<file path="src/rtl/bin_to_bcd_seq_pkg.sv">
// Shared types and constants for the sequential binary-to-BCD converter.
package bin2bcd_pkg;

  typedef enum logic [1:0] {
    IDLE  = 2'd0,
    SHIFT = 2'd1,
    DONE  = 2'd2
  } state_e;

  localparam int              BCD_DIGIT_W = 4;
  localparam logic [3:0]      ADJ_THRESH  = 4'd5;
  localparam logic [3:0]      ADJ_ADD     = 4'd3;

  // Decimal digits needed to represent the largest in_w-bit unsigned value.
  function automatic int digits_needed(input int in_w);
    longint unsigned v;
    int n;
    v = (64'd1 << in_w) - 64'd1;
    n = 1;
    while (v >= 64'd10) begin
      v = v / 64'd10;
      n++;
    end
    return n;
  endfunction

endpackage

</file>
<file path="src/rtl/bin_to_bcd_seq_adj3.sv">
// Double-dabble digit correction: a BCD digit of 5 or more gets 3 added
// before the shift so that it carries correctly into the next digit.
module bcd_digit_adj3
  import bin2bcd_pkg::*;
(
  input  logic [BCD_DIGIT_W-1:0] i_digit,
  output logic [BCD_DIGIT_W-1:0] o_digit
);

  // Add-3 correction when the digit would overflow 9 after doubling.
  always_comb begin
    if (i_digit >= ADJ_THRESH) begin
      o_digit = i_digit + ADJ_ADD;
    end else begin
      o_digit = i_digit;
    end
  end

endmodule

</file>
<file path="src/rtl/bin_to_bcd_seq.sv">
// Iterative double-dabble binary-to-BCD converter, one bit per cycle, val/rdy on both sides.
// Optional leading-zero blank mask output enabled by defining BIN2BCD_BLANK_EN.
module bin_to_bcd_seq
  import bin2bcd_pkg::*;
#(
  parameter int IN_WIDTH   = 8,
  parameter int NUM_DIGITS = 3
) (
  input  logic                              clk,
  input  logic                              rst_n,
  input  logic                              in_val,
  output logic                              in_rdy,
  input  logic [IN_WIDTH-1:0]               in_bin,
  output logic                              out_val,
  input  logic                              out_rdy,
  output logic [BCD_DIGIT_W*NUM_DIGITS-1:0] out_bcd
`ifdef BIN2BCD_BLANK_EN
  ,
  output logic [NUM_DIGITS-1:0]             out_blank
`endif
);

  localparam int BCD_W  = BCD_DIGIT_W * NUM_DIGITS;
  localparam int WORK_W = BCD_W + IN_WIDTH;
  localparam int CNT_W  = $clog2(IN_WIDTH + 1);

  if (IN_WIDTH < 1 || IN_WIDTH > 32 || NUM_DIGITS < digits_needed(IN_WIDTH)) begin : g_param_err
    $error("bin_to_bcd_seq: IN_WIDTH must be 1..32 and NUM_DIGITS wide enough for 2**IN_WIDTH-1");
  end

  state_e             r_state;
  logic [WORK_W-1:0]  r_work;
  logic [CNT_W-1:0]   r_cnt;
  logic               r_in_rdy;
  logic               r_out_val;
  logic [BCD_W-1:0]   r_out_bcd;

  logic [BCD_W-1:0]   w_adj_bcd;
  logic [WORK_W-1:0]  w_shifted;

  for (genvar g = 0; g < NUM_DIGITS; g++) begin : g_adj
    bcd_digit_adj3 u_adj (
      .i_digit (r_work[IN_WIDTH + BCD_DIGIT_W*g +: BCD_DIGIT_W]),
      .o_digit (w_adj_bcd[BCD_DIGIT_W*g +: BCD_DIGIT_W])
    );
  end

  // The top digit's carry falls off the left end; the parameter check rules it out.
  assign w_shifted = {w_adj_bcd, r_work[IN_WIDTH-1:0]} << 1;

  // Conversion FSM with registered handshake and result outputs.
  always_ff @(posedge clk or negedge rst_n) begin
    if (!rst_n) begin
      r_state   <= IDLE;
      r_work    <= '0;
      r_cnt     <= '0;
      r_in_rdy  <= 1'b0;
      r_out_val <= 1'b0;
      r_out_bcd <= '0;
    end else begin
      case (r_state)
        IDLE: begin
          r_in_rdy  <= 1'b1;
          r_out_val <= 1'b0;
          if (in_val && r_in_rdy) begin
            r_work   <= {{BCD_W{1'b0}}, in_bin};
            r_cnt    <= CNT_W'(IN_WIDTH);
            r_in_rdy <= 1'b0;
            r_state  <= SHIFT;
          end
        end
        SHIFT: begin
          r_in_rdy  <= 1'b0;
          r_work    <= w_shifted;
          r_cnt     <= r_cnt - CNT_W'(1);
          if (r_cnt == CNT_W'(1)) begin
            r_out_bcd <= w_shifted[WORK_W-1 -: BCD_W];
            r_out_val <= 1'b1;
            r_state   <= DONE;
          end
        end
        DONE: begin
          if (out_rdy) begin
            r_out_val <= 1'b0;
            r_in_rdy  <= 1'b1;
            r_state   <= IDLE;
          end
        end
        default: begin
          r_in_rdy  <= 1'b0;
          r_out_val <= 1'b0;
          r_state   <= IDLE;
        end
      endcase
    end
  end

  assign in_rdy  = r_in_rdy;
  assign out_val = r_out_val;
  assign out_bcd = r_out_bcd;

`ifdef BIN2BCD_BLANK_EN
  // Blank digit i (i>=1) when it and every digit above it are zero.
  always_comb begin
    logic hi_zero;
    out_blank = '0;
    hi_zero   = 1'b1;
    for (int i = NUM_DIGITS - 1; i >= 1; i--) begin
      if (r_out_bcd[BCD_DIGIT_W*i +: BCD_DIGIT_W] != 4'd0) begin
        hi_zero = 1'b0;
      end else begin
        hi_zero = hi_zero;
      end
      out_blank[i] = r_out_val & hi_zero;
    end
  end
`endif

endmodule
</file>
<file path="config.mk">
export PLATFORM = sky130hd
export DESIGN_NAME = bin_to_bcd_seq
export DESIGN_NICKNAME = d
export VERILOG_FILES = /design/src/rtl/bin_to_bcd_seq_pkg.sv /design/src/rtl/bin_to_bcd_seq_adj3.sv /design/src/rtl/bin_to_bcd_seq.sv
export SDC_FILE = /design/constraint.sdc
export NUM_CORES = 1
export LEC_CHECK = 0
export CORE_MARGIN = 2
export CORE_UTILIZATION = 37
export CTS_BUF_LIST = sky130_fd_sc_hd__clkbuf_8
export DETAILED_ROUTE_END_ITERATION = 12
export PLACE_DENSITY = 0.65
export SETUP_SLACK_MARGIN = 0.2
export SLEW_MARGIN = 10
export SYNTH_ARGS = -nofsm -noshare
export SYNTH_HDL_FRONTEND = slang
export SYNTH_SLANG_ARGS = --single-unit
</file>
<file path="constraint.sdc">
create_clock -name clk -period 2.6 [get_ports clk]
set_input_delay 0.78 -clock clk [delete_from_list [all_inputs] [get_ports clk]]
set_output_delay 0.78 -clock clk [all_outputs]
set_load 0.05 [all_outputs]
</file>
==> impl_results.md <==
- Commonest non-fill, non-tap cell in the layout: dfrtp_1
- Leakage: 0.00110 uW
- HP Class: in2async
- WHS: 424 ps
- Arrival @ worst endpoint: 1480 ps
- Syn Inst Count: 189
- Worst r2r path cells: 5
- Busiest layer in global routing: met2
- Yosys warnings: 0
- Worst path depth: 1
- Internal power: 1770 uW
- Filler cells: 508
- Synth Cell Area: 1950 sq um
- Final Wtd Congestion: 0.737
- Area growth from synthesis to layout: 21.6%
- Worst path max stage delay: 820 ps
- CTS tree: built
- GR met1 Demand/Resource: 17.5%
- Combinational share of power: 46.7%
- Distinct cells, synth: 27
- DRT antenna net count: 0
- Vias per inst: 4.80
- GR Util met3: 4.74%
- Crit Path Max Fanout: 4
- GRT Util Overall: 13.6%
- PwrDens: 1270 nW/um^2
- Drt drc: 0
- Clock Latency Late Sink: 290 ps
- Critical path class: reg2out
- Deepest clock path buffer count: 2
- I/O Pins: 26
- Sequential share of power: 35.1%
- IO buf count: 25
- Most frequent cells in the layout: dfrtp_1, o21ai_0, nand2_1
- Area occupied by multi-input gates: 843 sq um
- First drt pass iteration count: 4
- # rows: 26
- Max-cap check violation count: 0
- RSZ-0062 raised after global routing: false
- Fin nets: 235
- Number of antenna diodes: 0
- CTS-repair resized insts: 0
- First-pass GRT wire length: 6420 microns
- CP startpoint kind: flip-flop
- Sw Pwr: 1250 uW
- Synthesized area per cell: 10.3 sq um
- Grt ovf: 0
- Total Routed Length: 3510 microns
- Skew final: 5.29 ps
- Final TNS setup: 0 ps
- CP bufs+invs: 1
- HPWL Detailed: 2460 microns
- Max transition margin: 65.1%
- Largest net degree at the start of global routing: 26
- Reg area: 1000 sq um
- Routed len/inst: 12.3 microns
- Full die area: 5860 sq um
- Clk pwr share: 18.2%
- Crit end category: primary output
- Syn Nets: 209
- Final Hold Viols: 0
- Met2 usage in global routing: 22.5%
- Initial antenna violation count: 0
- Sw Ratio: 41.3%
- Core ar.: 5110 sq um
- Fin crit share: 87.1%
- Status: finished clean
- Seq/Total Area, Yosys: 51.4%
- Die W: 76.5 microns
- CP required: 1820 ps
- Slew Limit Fails: 0
- Die H: 76.5 microns
- TritonCTS Buffers: 5
- Via count: 1372
- Cell chain of the critical path: clkdlybuf4s50_1
- Iter 0 DRT Violations: 104
- Hold-fix buffers at CTS: 0
- Slowest CP cell: clkdlybuf4s50_1
- Share of cells above drive strength 1: 10.2%
- Clock root cell: clkbuf_8
- Number of synthesized register bits: 40
- FMAX: 442 MHz
- Worst-path clk slew: 80 ps
- Family with the most delay on the worst path: buffers and inverters
- # Post-CTS Setup Buffers: 0
- Final min period: 2260 ps
- Setup violators final: 0
- Num Clock Sinks: 40
- H-Tree Depth: 2
- Worst VDD drop: 547 uV
- Worst slew pin tran: 523 ps
- Vias in the first global route: 1386
- Starting Density: 38.1%
==> cells in the mapped netlist <==
cell type	n	area (sq um)
dfrtp_1	40	1000
o21ai_0	31	155
nand2_1	25	93.8
a21oi_1	10	50.1
mux2i_1	10	100
inv_1	9	33.8
ha_1	8	100
nand2b_1	6	37.5
nand3_1	6	30.0
mux2_4	5	75.1
nor2_1	5	18.8
nor3b_1	5	37.5
buf_2	4	20.0
nor3_1	4	20.0
buf_4	3	22.5
xnor2_1	3	26.3
a22o_1	2	17.5
a22o_2	2	20.0
buf_6	2	22.5
nand3b_1	2	15.0
a22oi_1	1	7.51
and2b_1	1	7.51
clkbuf_1	1	3.75
nand2_2	1	6.26
nor3b_2	1	12.5
o22ai_1	1	6.26
or2_1	1	6.26
==> final cells by class <==
type                            instances  area share, %
Tap cell                               70           3.70
Clock inverter                          1           1.27
Timing Repair Buffer                   29           11.6
Multi-Input combinational cell        130           35.6
Inverter                                9           1.43
Clock buffer                            7           4.07
Sequential cell                        40           42.3
==> stage by stage <==
stage	utilization (%)	setup slack (ps)	std cells	cell area, sq um	power [uW]
global placement	43.9	439	278	2240	2450
global route	46.3	290	286	2370	3270
floorplan	-	988	189	1950	2150
CTS	46.3	323	286	2370	3050
finish	46.3	336	286	2370	3020
detailed placement	43.9	419	278	2240	2500
==> final timing paths <==
path,start,to,slack [ps]
max,in_rdy$_DFFE_PN0P_,in_rdy,340
min,rst_n,out_bcd[5]$_DFFE_PN0P_,420
max reg2reg,r_cnt[1]$_DFFE_PN0P_,out_bcd[6]$_DFFE_PN0P_,870
min reg2reg,out_bcd[7]$_DFFE_PN0P_,out_bcd[7]$_DFFE_PN0P_,480
max in group asynchronous,rst_n,r_work[1]$_DFFE_PN0P_,1630
min in group clk,out_bcd[7]$_DFFE_PN0P_,out_bcd[7]$_DFFE_PN0P_,480
==> state kept, by name, indices dropped and copies added (netlist names) <==
name / flops
in_rdy: 1
out_bcd: 12
out_val: 1
r_cnt: 4
r_state: 2
r_work: 20
==> kinds of logic (layout without fill, tap and decap cells) <==
group / Yosys count / after routing / synth area share [%]
and+or+nand+nor: 57 / 57 / 14.7
buffers and inverters: 19 / 46 / 5.27
xor gates and xnor gates: 3 / 3 / 1.35
muxes: 15 / 15 / 9.00
adders and majority gates: 8 / 8 / 5.14
DFF: 40 / 40 / 51.4
AOI/OAI and AO/OA: 47 / 47 / 13.2
==> layer usage <==
layer / up-vias / part of all wire (%)
met5: - / 0
li1: 701 / -
met3: 2 / 4.1
met1: 643 / 48
met2: 26 / 47
met4: 0 / 0.29
==> power groups by stage <==
stage	sequential, uW	clock [uW]	combinational (uW)
3_3_place_gp	1060	0	1390
6_report	1060	549	1410
5_1_grt	1100	599	1570
2_1_floorplan	1300	0	854
4_1_cts	1060	565	1430
3_5_place_dp	1070	0	1430
(Power assumes the default switching activity.)
